===== src/rtl/spi_bus_arbiter.sv =====
// -----------------------------------------------------------------------------
// spi_bus_arbiter
//
// Shares one SPI master between three requesters (0 = AD9517, 1 = ADC0,
// 2 = ADC1). Each requester posts a write or read command as a one-cycle
// pulse. The arbiter captures the frame and keeps the requester busy until
// its transfer finishes. Waiting requesters are granted round-robin, one
// transfer at a time. The granted device's chip select follows the master's
// m_ncs, and every other chip select stays high.
//
// Optional feature (macro SPI_ARB_TIMEOUT_EN): a watchdog counts cycles spent
// waiting on the master. After TIMEOUT_CYCLES it aborts the transfer and sets
// the sticky err_timeout flag. When the macro is not defined there is no
// watchdog and err_timeout is tied low.
//
// Ports
//   clk          in   configuration clock (20 MHz)
//   rstn         in   asynchronous active-low reset
//   req_wr_cmd   in   [2:0] write-request pulse per requester
//   req_rd_cmd   in   [2:0] read-request pulse per requester (wr wins if both)
//   req_wr_data  in   [3*MOSI_DATA_WIDTH-1:0] frame per requester
//   req_busy     out  [2:0] requester has a transfer queued or in flight
//   req_done     out  [2:0] one-cycle completion pulse per requester
//   req_rd_data  out  [3*(MISO_DATA_WIDTH+1)-1:0] last read result per requester
//   m_wr_cmd     out  write command pulse to the SPI master
//   m_rd_cmd     out  read command pulse to the SPI master
//   m_wr_data    out  [MOSI_DATA_WIDTH-1:0] frame to the master, held per transfer
//   m_busy       in   master transfer in progress
//   m_rd_data    in   [MISO_DATA_WIDTH:0] master read result
//   m_ncs        in   master chip select (active low)
//   dev_cs_n     out  [2:0] per-device chip selects
//   err_timeout  out  sticky watchdog error
// -----------------------------------------------------------------------------
module spi_bus_arbiter #(
  parameter int MOSI_DATA_WIDTH = 24,
  parameter int MISO_DATA_WIDTH = 8,
  parameter int TIMEOUT_CYCLES  = 4096
) (
  input  logic                               clk,
  input  logic                               rstn,
  input  logic [2:0]                         req_wr_cmd,
  input  logic [2:0]                         req_rd_cmd,
  input  logic [3*MOSI_DATA_WIDTH-1:0]       req_wr_data,
  output logic [2:0]                         req_busy,
  output logic [2:0]                         req_done,
  output logic [3*(MISO_DATA_WIDTH+1)-1:0]   req_rd_data,
  output logic                               m_wr_cmd,
  output logic                               m_rd_cmd,
  output logic [MOSI_DATA_WIDTH-1:0]         m_wr_data,
  input  logic                               m_busy,
  input  logic [MISO_DATA_WIDTH:0]           m_rd_data,
  input  logic                               m_ncs,
  output logic [2:0]                         dev_cs_n,
  output logic                               err_timeout
);

  localparam int RW = MISO_DATA_WIDTH + 1;

  if (TIMEOUT_CYCLES < 2) begin : g_bad_timeout
    $error("spi_bus_arbiter: TIMEOUT_CYCLES must be at least 2");
  end

  typedef enum logic [2:0] {
    S_IDLE,
    S_ISSUE,
    S_WAIT_START,
    S_WAIT_DONE,
    S_DONE
  } state_t;

  state_t                      r_state;
  state_t                      w_next;
  logic [1:0]                  r_grant;
  logic [1:0]                  r_last_grant;
  logic [1:0]                  w_pick;
  logic [2:0]                  r_pending;
  logic [2:0]                  r_is_rd;
  logic [2:0]                  r_done;
  logic [2:0]                  w_accept;
  logic                        w_grant_is_rd;
  logic                        w_timeout;
  logic [MOSI_DATA_WIDTH-1:0]  r_frame [3];
  logic [MOSI_DATA_WIDTH-1:0]  r_m_wr_data;
  logic [3*RW-1:0]             r_rd_data;

  // Round-robin pick: first pending requester after the last one served.
  function automatic logic [1:0] rr_pick(input logic [2:0] pend, input logic [1:0] last);
    logic [1:0] cand;
    rr_pick = last;
    // Walk from lowest priority to highest; the last hit is the winner.
    for (int k = 3; k >= 1; k--) begin
      cand = 2'((32'(last) + k) % 3);
      if (pend[cand]) rr_pick = cand;
    end
  endfunction

  // A busy requester cannot post again until its transfer completes.
  assign w_accept = ~r_pending & (req_wr_cmd | req_rd_cmd);
  assign w_pick   = rr_pick(r_pending, r_last_grant);

  // ---------------------------------------------------------------------------
  // Optional watchdog on the master handshake
  // ---------------------------------------------------------------------------
`ifdef SPI_ARB_TIMEOUT_EN
  localparam int CNT_W = $clog2(TIMEOUT_CYCLES + 1);

  logic [CNT_W-1:0] r_wd_cnt;
  logic             r_err;
  logic             w_in_wait;

  assign w_in_wait = (r_state == S_WAIT_START) || (r_state == S_WAIT_DONE);
  // Fires on the last permitted waiting cycle; the FSM leaves on that edge.
  assign w_timeout = w_in_wait && (r_wd_cnt == CNT_W'(TIMEOUT_CYCLES - 1));

  always_ff @(posedge clk or negedge rstn) begin
    if (!rstn) begin
      r_wd_cnt <= '0;
      r_err    <= 1'b0;
    end else begin
      if (w_in_wait) r_wd_cnt <= r_wd_cnt + 1'b1;
      else           r_wd_cnt <= '0;
      if (w_timeout) r_err <= 1'b1;
    end
  end

  assign err_timeout = r_err;
`else
  assign w_timeout   = 1'b0;
  assign err_timeout = 1'b0;
`endif

  // ---------------------------------------------------------------------------
  // Frame capture
  // ---------------------------------------------------------------------------
  // NOTE: frame storage has no reset; an entry is only read after its pending
  // bit has been set, and that happens on the same edge that writes the entry.
  always_ff @(posedge clk) begin
    for (int i = 0; i < 3; i++) begin
      if (w_accept[i]) r_frame[i] <= req_wr_data[i*MOSI_DATA_WIDTH +: MOSI_DATA_WIDTH];
    end
  end

  // ---------------------------------------------------------------------------
  // State register and transfer bookkeeping
  // ---------------------------------------------------------------------------
  // NOTE: sequential state uses non-blocking assignments so every register
  // samples pre-edge values regardless of statement order.
  always_ff @(posedge clk or negedge rstn) begin
    if (!rstn) begin
      r_state      <= S_IDLE;
      r_grant      <= 2'd0;
      r_last_grant <= 2'd2;
      r_pending    <= '0;
      r_is_rd      <= '0;
      r_done       <= '0;
      r_rd_data    <= '0;
      r_m_wr_data  <= '0;
    end else begin
      r_state <= w_next;
      r_done  <= '0;

      for (int i = 0; i < 3; i++) begin
        if (w_accept[i]) begin
          r_pending[i] <= 1'b1;
          r_is_rd[i]   <= ~req_wr_cmd[i];
        end
      end

      if (r_state == S_IDLE && |r_pending) begin
        r_grant     <= w_pick;
        r_m_wr_data <= r_frame[w_pick];
      end

      // Completion and watchdog abort both release the granted requester;
      // only a real completion returns read data and advances the rotation.
      if (r_state == S_DONE || w_timeout) begin
        for (int i = 0; i < 3; i++) begin
          if (r_grant == 2'(i)) begin
            r_done[i]    <= 1'b1;
            r_pending[i] <= 1'b0;
            if (r_state == S_DONE && r_is_rd[i]) r_rd_data[i*RW +: RW] <= m_rd_data;
          end
        end
        if (r_state == S_DONE) r_last_grant <= r_grant;
      end
    end
  end

  // ---------------------------------------------------------------------------
  // Next-state logic
  // ---------------------------------------------------------------------------
  // NOTE: every always_comb output gets a default first so no path can infer a latch.
  always_comb begin
    w_next = r_state;
    case (r_state)
      S_IDLE:       if (|r_pending) w_next = S_ISSUE;
      S_ISSUE:      w_next = S_WAIT_START;
      S_WAIT_START: begin
        if (w_timeout)   w_next = S_IDLE;
        else if (m_busy) w_next = S_WAIT_DONE;
      end
      S_WAIT_DONE:  begin
        if (w_timeout)    w_next = S_IDLE;
        else if (!m_busy) w_next = S_DONE;
      end
      S_DONE:       w_next = S_IDLE;
      default:      w_next = S_IDLE;
    endcase
  end

  // ---------------------------------------------------------------------------
  // Outputs
  // ---------------------------------------------------------------------------
  always_comb begin
    w_grant_is_rd = 1'b0;
    dev_cs_n      = 3'b111;
    for (int i = 0; i < 3; i++) begin
      if (r_grant == 2'(i)) begin
        w_grant_is_rd = r_is_rd[i];
        // Chip select reaches the device only while its transfer owns the bus.
        if (r_state != S_IDLE) dev_cs_n[i] = m_ncs;
      end
    end
  end

  assign m_wr_cmd    = (r_state == S_ISSUE) && !w_grant_is_rd;
  assign m_rd_cmd    = (r_state == S_ISSUE) &&  w_grant_is_rd;
  assign m_wr_data   = r_m_wr_data;
  assign req_busy    = r_pending;
  assign req_done    = r_done;
  assign req_rd_data = r_rd_data;

endmodule


===== config.mk =====
export PLATFORM = sky130hd
export DESIGN_NAME = spi_bus_arbiter
export DESIGN_NICKNAME = d
export VERILOG_FILES = /design/src/rtl/spi_bus_arbiter.sv
export SDC_FILE = /design/constraint.sdc
export NUM_CORES = 1
export LEC_CHECK = 0
export BUFFER_PORTS_ARGS = -buffer_cell sky130_fd_sc_hd__buf_2
export CAP_MARGIN = 20
export CORE_ASPECT_RATIO = 0.6
export CORE_MARGIN = 4
export CORE_UTILIZATION = 48
export CTS_BUF_LIST = sky130_fd_sc_hd__clkbuf_4
export DETAILED_ROUTE_END_ITERATION = 8
export PLACE_DENSITY = 0.78
export SKIP_CTS_REPAIR_TIMING = 1
export SYNTH_ARGS = -nofsm -noshare
export SYNTH_HDL_FRONTEND = slang
export SYNTH_SLANG_ARGS = --single-unit

===== constraint.sdc =====
create_clock -name clk -period 2 [get_ports clk]
set_input_delay 0.2 -clock clk [delete_from_list [all_inputs] [get_ports clk]]
set_output_delay 0.2 -clock clk [all_outputs]
set_load 0.02 [all_outputs]

======== Word level (Yosys, flattened, before mapping) ========
Memory sizes are Yosys's and may differ from the RTL's. A register that Yosys moved wholly into a read port is not among the register bits.
Index checks and enable logic that the tools add are counted.
W data, S select, Z words.
storage, ports and cells
  RAM bits ................................ 72
  memories kept ........................... 1
  output and inout bits ................... 63
  bits in registers ....................... 43
cells by class
  order comparisons ....................... 3
  add/subtract/negate cells ............... 3
  equal/unequal tests ..................... 9
  div/mod/pow operators ................... 3
  reduce and logical (&&, ||, !) cells .... 16
  bitwise logic cells ..................... 6
  mux-type cells .......................... 37
memory list
  name     depth  bits a word  rd ports  clocked after memory_dff  wr ports  RTL line  text
  r_frame  3      24           1         1                         3         82        logic [MOSI_DATA_WIDTH-1:0] r_frame [3];
operators with widths
  cell                     count
  $mod A32 B2 Y32 const B  3
  $mux W1                  25
  $mux W3                  5
  $pmux W3 S4              1
  $reduce_and A3 Y1        4
  $lt A2 B3 Y1 const B     3
  $add A2 B2 Y3 const B    2
  $bmux W1 S2              3
  $eq A3 B2 Y1 const B     2
  $logic_and A1 B1 Y1      6
  $mux W2                  3
  $ne A2 B2 Y1 const B     2
  $add A2 B1 Y3 const B    1
  $and A3 B3 Y3            1
  $eq A3 B1 Y1 const B     1
  $eq A3 B3 Y1 const B     1
  $logic_not A3 Y1         1
  $not A1 Y1               3
  $not A3 Y3               1
  $or A3 B3 Y3             1
  $reduce_bool A3 Y1       1
  $reduce_or A3 Y1         1
  $eq A2 B1 Y1 const B     1
  $eq A2 B2 Y1 const B     1
  3 further kinds          4

======== Longest topological paths before layout ========
Gate-level depths: netlist (run 1).
  depth after elaboration ................. 7
  mapped depth ............................ 10

======== Worst setup path after synthesis (run 1) ========
No wires, ideal clock.
  path kind ............................... reg-to-reg
  start ................................... reg r_last_grant[1]
  end ..................................... reg r_m_wr_data[10] (netlist: m_wr_data[10]) (read register of r_frame)
  clock period less this slack ............ 2.204 ns
  buffers on the path ..................... 2
  data required time ...................... 1.861 ns
  stages on the path, launching flop included .. 10
  arrival ................................. 2.065 ns
  library setup time ...................... 0.139 ns
  setup slack ............................. -0.204 ns
  cell sequence ........................... dfstp_2 ha_1 mux2_2 a21oi_2 a211oi_1 a311o_1 buf_6 buf_6 mux2i_1 o221ai_1
between the ends
  cells in the longest elaborated chain, start to end .. 7
  elaborated cells on any way between the ends .. 15
ends and longest elaborated chain
  what                           RTL line  text
  from (decl)                    74        logic [1:0] r_last_grant;
  from (signal assigned)         184       if (r_state == S_DONE) r_last_grant <= r_grant;
  $add A2 B2 Y3                  92        cand = 2'((32'(last) + k) % 3);
  $mod A32 B2 Y32                92
  $bmux W1 S2                    93        if (pend[cand]) rr_pick = cand;
  $mux W1 (implied by the code)  93
  $mux W2 (2 in a row)           93
  $mux W2 (*)                    93
  to (decl)                      83        logic [MOSI_DATA_WIDTH-1:0] r_m_wr_data;
Every way passes the cells marked *; elsewhere a longest branch is shown, timed or not. The select of a mux whose other input is x is not followed.
A chain may end at the register's enable or synchronous reset.

======== Final worst setup path (run 1) ========
  start ................................... reg r_last_grant[1]
  end ..................................... reg r_m_wr_data[6] (netlist: m_wr_data[6]) (read register of r_frame)
Same word-level chain as after synthesis.

==> flow_metrics.env, run 1 <==
export IMPL_peakVddDrop_mv=0.837
export IMPL_ant_nets=0
export IMPL_fmax_mhz=412
export IMPL_r2r_cells=9
export IMPL_async_flop_share_pct=48.2
export IMPL_die_w_um=145
export IMPL_postLayoutCellArea_um2=7870
export IMPL_place_inst=666
export IMPL_crit_family="compound AO/OA/AOI/OAI gates"
export IMPL_synth_nets=461
export IMPL_p_leak_nw=3.49
export IMPL_worstSetupPathType="flip-flop to flip-flop"
export IMPL_path_clk_slew_ps=140
export IMPL_final_setup_worst_slack_ps=-425
export IMPL_tightest_slew_ps=516
export IMPL_crit_buf_inv=2
export IMPL_routed_wl_mm=15.0
export IMPL_timing_slew_headroom_pct=65.6
export IMPL_drc=0
export IMPL_start_util_pct=50.1
export IMPL_grt_pass1_vias=3847
export IMPL_worst_path_largest_cell_delay_ps=630
export IMPL_fp_row_count=29
export IMPL_fin_crit_sh_pct=121
export IMPL_drive_above_1_share_pct=36.6
export IMPL_worst_path_max_delay_cell="dfstp_2"
export IMPL_cts_tree="built"
export IMPL_numCtsBuffers=17
export IMPL_path_cells="inv_2 > ha_1 > and3b_1 > a21oi_1 > o22ai_1 > a311o_2 > buf_12 > mux2i_1 > o221ai_1"
export IMPL_finClkSkew_ps=25.9
export IMPL_pwr_density_cell_nw_per_um2=1410
export IMPL_grt_pass1_wl_mm=20.2
export IMPL_synth_avg_cell_area_um2=14.8
export IMPL_yosys_warnings=0
export IMPL_htreeDepth=4
export IMPL_min_period_ps=2420
export IMPL_r2r_start="r_last_grant[1]$_DFFE_PN1P_"
export IMPL_pre_cts_ws_ps=-268
export IMPL_die_h_um=90.2
export IMPL_finalHoldViolCount=0
export IMPL_cts_num_sinks=139
export IMPL_grt_max_degree=49
export IMPL_dpl_hpwl_mm=9.10
export IMPL_dr_pass1_iters=5
export IMPL_worstPathRequired_ps=2400
export IMPL_overflow=0
export IMPL_rrSetupSlack_ps=-420
export IMPL_via_per_inst=5.27
export IMPL_place_area_um2=6510
export IMPL_place_congestion=0.806
export IMPL_run_status="finished, violations left"
export IMPL_ys_ff_latch=139
export IMPL_num_antenna_cells=0
export IMPL_end_kind="flip-flop"
export IMPL_ys_flop_type="edfxtp_1"
export IMPL_ys_types=40
export IMPL_fin_nets=732
export IMPL_critPathArrivalTime_ps=2830
export IMPL_syn_cell_area_um2=5400
export IMPL_setup_viol=25
export IMPL_design_portCount=154
export IMPL_yosysSeqAreaShare_pct=71.1
export IMPL_min_path_type="primary input to async pin"
export IMPL_violations="negative setup slack"
export IMPL_synth_edf_count=72
export IMPL_detail_route_wl_per_cell_um=19.0
export IMPL_synth_cells=366
export IMPL_fp_coreArea_um2=10800
export IMPL_r2r_end="m_wr_data[6]$_DFFE_PN0P_"
export IMPL_n_fill_cell=681
export IMPL_port_buffers=152
export IMPL_slew_violations=0
export IMPL_critPathMaxFanout=13
export IMPL_antenna_found_initial=0
export IMPL_cts_path_max_buffers=2
export IMPL_startpoint_type="flip-flop"
export IMPL_cts_root_buf="clkbuf_4"
export IMPL_dr_total_vias=4157
export IMPL_drt_initial_drc_count=369
export IMPL_clkLatencyLatePin_ps=560
export IMPL_dieArea_um2=13100
export IMPL_grt_usage_pct=19.8
export IMPL_area_delta_synth_final_pct=45.7
export IMPL_max_cap_violations=0
export IMPL_rsz0062_at_grt="yes"
export IMPL_fin_cells=789
==> logic make-up (layout without fill, tap and decap cells) <==
family	count (synthesis)	in the layout	synth area share, %
adders and majority gates	4	4	0.927
and+or+nand+nor	73	73	6.25
other	1	1	0.0694
DFF	139	139	71.1
AOI/OAI and AO/OA	47	47	6.63
buffers and inverters	46	330	3.94
muxes	56	56	11.1
==> metrics by stage <==
step	power (mW)	utilization [%]	setup TNS [ps]	hold WS, ps
2_1_floorplan	6.96	-	-4770	-95.6
3_3_place_gp	8.13	60.4	-3320	196
3_5_place_dp	8.28	60.4	-5380	193
4_1_cts	10.4	63.5	-5450	-428
5_1_grt	11.7	73.0	-8800	141
6_report	11.1	73.0	-7000	133
==> registers in the layout, summed over array words and instances (netlist names) <==
register / count
r_frame: 72
req_rd_data: 27
m_wr_data: 24
r_is_rd: 3
r_state: 3
req_busy: 3
req_done: 3
r_grant: 2
r_last_grant: 2
==> per-layer routing <==
| layer | wire length (um) | vias to the layer above | part of all wire [%] | track usage (%) |
|---|---|---|---|---|
| li1 | - | 1880 | - | - |
| met1 | 6090 | 2065 | 41 | 26.4 |
| met2 | 7680 | 184 | 51 | 31.4 |
| met3 | 865 | 28 | 5.8 | 4.72 |
| met4 | 377 | 0 | 2.5 | 8.70 |
| met5 | 0 | - | 0 | 0 |
==> power by group <==
part | total [mW] | leakage [nW] | internal [mW] | switching, mW
Clock | 2.12 | 0.183 | 1.04 | 1.08
Sequential | 4.00 | 1.45 | 3.63 | 0.368
Combinational | 4.97 | 1.86 | 2.25 | 2.73
Total | 11.1 | 3.49 | 6.91 | 4.18
==> cell usage after synthesis (all sizes together), types with 2 or more instances <==
library cell  number  area share [%]
ha                 4            0.93
clkbuf             5            0.35
nor3               6            0.56
o21ai              8            0.74
a21oi              5            0.53
and3b              3            0.49
nor2b              2            0.23
edfxtp            72              40
nand3              2            0.19
inv               31             2.2
buf               10             1.4
mux2              31             6.5
nand2             34             2.4
mux2i             25             4.6
nor2              18             1.3
dfrtp             66              31
o221ai            24             3.9
o31ai              3            0.42
==> placed cells by master, fill, tap and decap left out, types with 2 or more instances in the layout <==
cell	count
a21oi_1	4
o221ai_1	17
mux2_1	29
nand2_1	34
and3b_1	3
mux2i_1	20
buf_12	5
o21ai_1	2
dfrtp_1	66
buf_2	151
edfxtp_1	72
o221ai_2	7
nor2b_1	2
inv_1	30
ha_4	2
inv_6	4
clkinv_4	2
clkbuf_4	19
buf_4	20
o21ai_0	6
nor3_1	5
nor2_2	4
clkinv_2	2
nand3_1	2
mux2i_2	4
o31ai_1	3
dlygate4sd3_1	89
bufinv_16	4
nor2_1	14
==> worst max path at each step <==
| stage | start | to | slack, ps | depth (start not counted) |
|---|---|---|---|---|
| finish | r_last_grant[1]$_DFFE_PN1P_ | m_wr_data[6]$_DFFE_PN0P_ | -420 | 9 |
| global route | r_last_grant[1]$_DFFE_PN1P_ | m_wr_data[6]$_DFFE_PN0P_ | -470 | 9 |
| CTS | r_last_grant[1]$_DFFE_PN1P_ | m_wr_data[5]$_DFFE_PN0P_ | -290 | 8 |
| detailed placement | r_last_grant[1]$_DFFE_PN1P_ | m_wr_data[3]$_DFFE_PN0P_ | -270 | 8 |
| global placement | r_last_grant[1]$_DFFE_PN1P_ | m_wr_data[17]$_DFFE_PN0P_ | -170 | 8 |
| floorplan | r_last_grant[1]$_DFFE_PN1P_ | m_wr_data[11]$_DFFE_PN0P_ | -140 | 9 |
==> layout make-up <==
cell class	instances	area, um^2	share of cell area, %
Tap cell	139	174	2.21
Sequential cell	139	3840	48.8
Clock buffer	19	143	1.81
Inverter	31	116	1.48
Timing Repair Buffer	267	1930	24.6
Multi-Input combinational cell	181	1480	18.8
Clock inverter	13	189	2.40
(Power assumes the default switching activity.)
==> inputs of run 2 (changes only) <==
--- a/config.mk
+++ b/config.mk
@@ -5,11 +5,12 @@
 export SDC_FILE = /design/constraint.sdc
 export NUM_CORES = 1
 export LEC_CHECK = 0
+export ABC_AREA = 1
 export BUFFER_PORTS_ARGS = -buffer_cell sky130_fd_sc_hd__buf_2
 export CAP_MARGIN = 20
 export CORE_ASPECT_RATIO = 0.6
 export CORE_MARGIN = 4
-export CORE_UTILIZATION = 48
+export CORE_UTILIZATION = 49
 export CTS_BUF_LIST = sky130_fd_sc_hd__clkbuf_4
 export DETAILED_ROUTE_END_ITERATION = 8
 export PLACE_DENSITY = 0.78
==> run 2 against run 1 <==
Compared with the run above:
- the flow still finishes with violations (negative setup slack)
- non-clock buffer count grew 6
- synthesized cell count up 52%
- sequential share of layout area fell by 3.8 points
- power is 14% higher
- register-to-register slack improved by 170 ps
- largest power group unchanged
==> flow_metrics.env, run 2 <==
export IMPL_peakVddDrop_mv=0.938
export IMPL_critPathMaxFanout=7
export IMPL_grt_max_degree=44
export IMPL_rrSetupSlack_ps=-260
export IMPL_run_status="finished, violations left"
export IMPL_fin_cells=1003
export IMPL_combPwrFrac_pct=53.5
export IMPL_finalHoldViolCount=0
export IMPL_timing_slew_headroom_pct=61.7
export IMPL_min_path_type="primary input to async pin"
export IMPL_place_congestion=0.874
export IMPL_start_util_pct=50.6
export IMPL_ant_nets=0
export IMPL_regMostFlops="r_frame"
export IMPL_startpoint_type="flip-flop"
export IMPL_place_inst=869
export IMPL_grt_pass1_wl_mm=23.4
export IMPL_n_fill_cell=748
export IMPL_synth_cells=556
export IMPL_dr_total_vias=5194
export IMPL_yosysSeqAreaShare_pct=66.5
export IMPL_tns_ps=-5440
export IMPL_drc=0
export IMPL_largest_reg_flops=72
export IMPL_async_flop_share_pct=48.2
export IMPL_worstPathRequired_ps=2460
export IMPL_fp_row_count=30
export IMPL_synth_area_top_cells="edfxtp_1, dfrtp_1, nand2_1"
export IMPL_p_switching_mw=5.51
export IMPL_synthTopCellsByCount="nand2_1, inv_1, edfxtp_1"
export IMPL_p_int_mw=7.09
export IMPL_rsz0062_at_grt="yes"
export IMPL_cts_path_max_buffers=2
export IMPL_pwr_share_seq_pct=31.7
export IMPL_die_w_um=148
export IMPL_design_portCount=154
export IMPL_violations="negative setup slack"
export IMPL_cts_root_buf="clkbuf_4"
export IMPL_tightest_slew_ps=575
export IMPL_synth_nets=651
export IMPL_p_leak_nw=4.03
export IMPL_worst_path_largest_cell_delay_ps=630
export IMPL_via_per_inst=5.18
export IMPL_yosys_warnings=0
export IMPL_synth_avg_cell_area_um2=10.4
export IMPL_mostFrequentLayoutCells="buf_2, nand2_1, dlygate4sd3_1, inv_1, edfxtp_1"
export IMPL_switching_share_pct=43.7
export IMPL_finClkSkew_ps=24.4
export IMPL_routed_wl_mm=18.2
export IMPL_pwr_density_cell_nw_per_um2=1480
export IMPL_synth_edf_count=72
export IMPL_post_synth_top_area_fraction_pct=37.4
export IMPL_ys_ff_latch=139
export IMPL_max_cap_violations=0
export IMPL_port_buffers=152
export IMPL_fin_nets=925
export IMPL_num_antenna_cells=0
export IMPL_slew_violations=0
export IMPL_die_h_um=92.1
export IMPL_worst_path_max_delay_cell="dfstp_2"
export IMPL_dieArea_um2=13700
export IMPL_numCtsBuffers=17
export IMPL_fin_crit_sh_pct=113
export IMPL_drive_above_1_share_pct=32.9
export IMPL_setup_viol=26
export IMPL_final_common_cell="buf_2"
export IMPL_path_clk_slew_ps=140
export IMPL_dpl_hpwl_mm=10.7
export IMPL_cts_tree="built"
export IMPL_cts_num_sinks=139
export IMPL_fmax_mhz=443
export IMPL_clock_power_share_pct=14.8
export IMPL_syn_cell_area_um2=5780
export IMPL_htreeDepth=4
export IMPL_synth_top_area_cell="edfxtp_1"
export IMPL_ys_flop_type="edfxtp_1"
export IMPL_area_delta_synth_final_pct=47.8
export IMPL_drt_initial_drc_count=468
export IMPL_clkLatencyLatePin_ps=530
export IMPL_end_kind="flip-flop"
export IMPL_critPathArrivalTime_ps=2720
export IMPL_min_period_ps=2260
export IMPL_yosysMostFrequentCell="nand2_1"
export IMPL_grt_usage_pct=22.3
export IMPL_fin_hold_ws_ps=192
export IMPL_grt_pass1_vias=4601
export IMPL_path_cells="inv_2 > ha_4 > inv_4 > o21ai_1 > nor2_1 > nor2_1 > nand2_1 > inv_2 > nand2_8 > nand2_8 > buf_12 > nand2_1 > nand3_2 > nand2_2"
export IMPL_fp_coreArea_um2=11400
export IMPL_antenna_found_initial=0
export IMPL_dr_pass1_iters=9
export IMPL_worstSetupPathType="flip-flop to flip-flop"
export IMPL_final_setup_worst_slack_ps=-257
export IMPL_detail_route_wl_per_cell_um=18.2
export IMPL_ys_types=31
export IMPL_overflow=0
run 2: worst max-delay path, delay by kind of cell, from the launching register on:
| family | cells | cell delay (ps) |
|---|---|---|
| fa+ha+maj | 1 | 190 |
| buf+inv | 4 | 410 |
| simple gates | 8 | 900 |
| flops | 1 | 630 |
| compound gates | 1 | 60 |
run 2: power groups by stage:
| stage | registers (mW) | logic, mW | clock network (mW) |
|---|---|---|---|
| 2_1_floorplan | 4.49 | 2.52 | 0 |
| 3_3_place_gp | 4.00 | 4.63 | 0 |
| 3_5_place_dp | 4.04 | 4.81 | 0 |
| 4_1_cts | 3.97 | 4.83 | 1.90 |
| 5_1_grt | 4.06 | 7.15 | 2.04 |
| 6_report | 4.00 | 6.73 | 1.87 |
run 2: logic make-up after synthesis:
logic type               after synthesis  synth area share (%)
AO/OA/AOI/OAI                         45                  4.14
AND/OR/NAND/NOR                      263                  21.0
buffers and inverters                104                  7.47
flip-flops                           139                  66.5
other                                  1                0.0649
adder cells (fa/ha/maj)                4                 0.866
run 2: layout make-up:
type,count,area [um^2],area share (%)
flip-flops and latches,139,3840,45.0
repair buffers,273,2120,24.8
multi-input cells,313,1760,20.6
inverters,86,325,3.81
well taps,160,200,2.34
clock inverters,15,161,1.89
clock buffers,17,128,1.49
run 2: metal layers:
layer | vias up | part of all wire [%] | global-route usage (%)
met1 | 2454 | 40 | 31.0
met2 | 320 | 47 | 34.3
met4 | 0 | 3.2 | 8.38
met3 | 67 | 9.6 | 5.28
li1 | 2353 | - | -
met5 | - | 0 | 0
run 2: worst paths after layout:
check / end / from / depth (start not counted)
setup / recovery: m_wr_data[14]$_DFFE_PN0P_ / r_last_grant[1]$_DFFE_PN1P_ / 14
hold / removal: m_wr_data[3]$_DFFE_PN0P_ / rstn / 3
setup reg to reg: m_wr_data[14]$_DFFE_PN0P_ / r_last_grant[1]$_DFFE_PN1P_ / 14
hold reg to reg: req_rd_data[2]$_DFFE_PN0P_ / req_rd_data[2]$_DFFE_PN0P_ / 2
max in group asynchronous: m_wr_data[14]$_DFFE_PN0P_ / rstn / 3
min in group clk: r_frame[0][6]$_DFFE_PP_ / req_wr_data[6] / 2
run 2: metrics by stage:
step	util [%]	power, mW	worst slack (ps)	instance area [um^2]
2_1_floorplan	-	7.01	111	5780
3_3_place_gp	60.2	8.63	-31.2	6860
3_5_place_dp	60.2	8.85	-126	6860
4_1_cts	62.7	10.7	-151	7150
5_1_grt	74.8	13.2	-316	8540
6_report	74.8	12.6	-257	8540
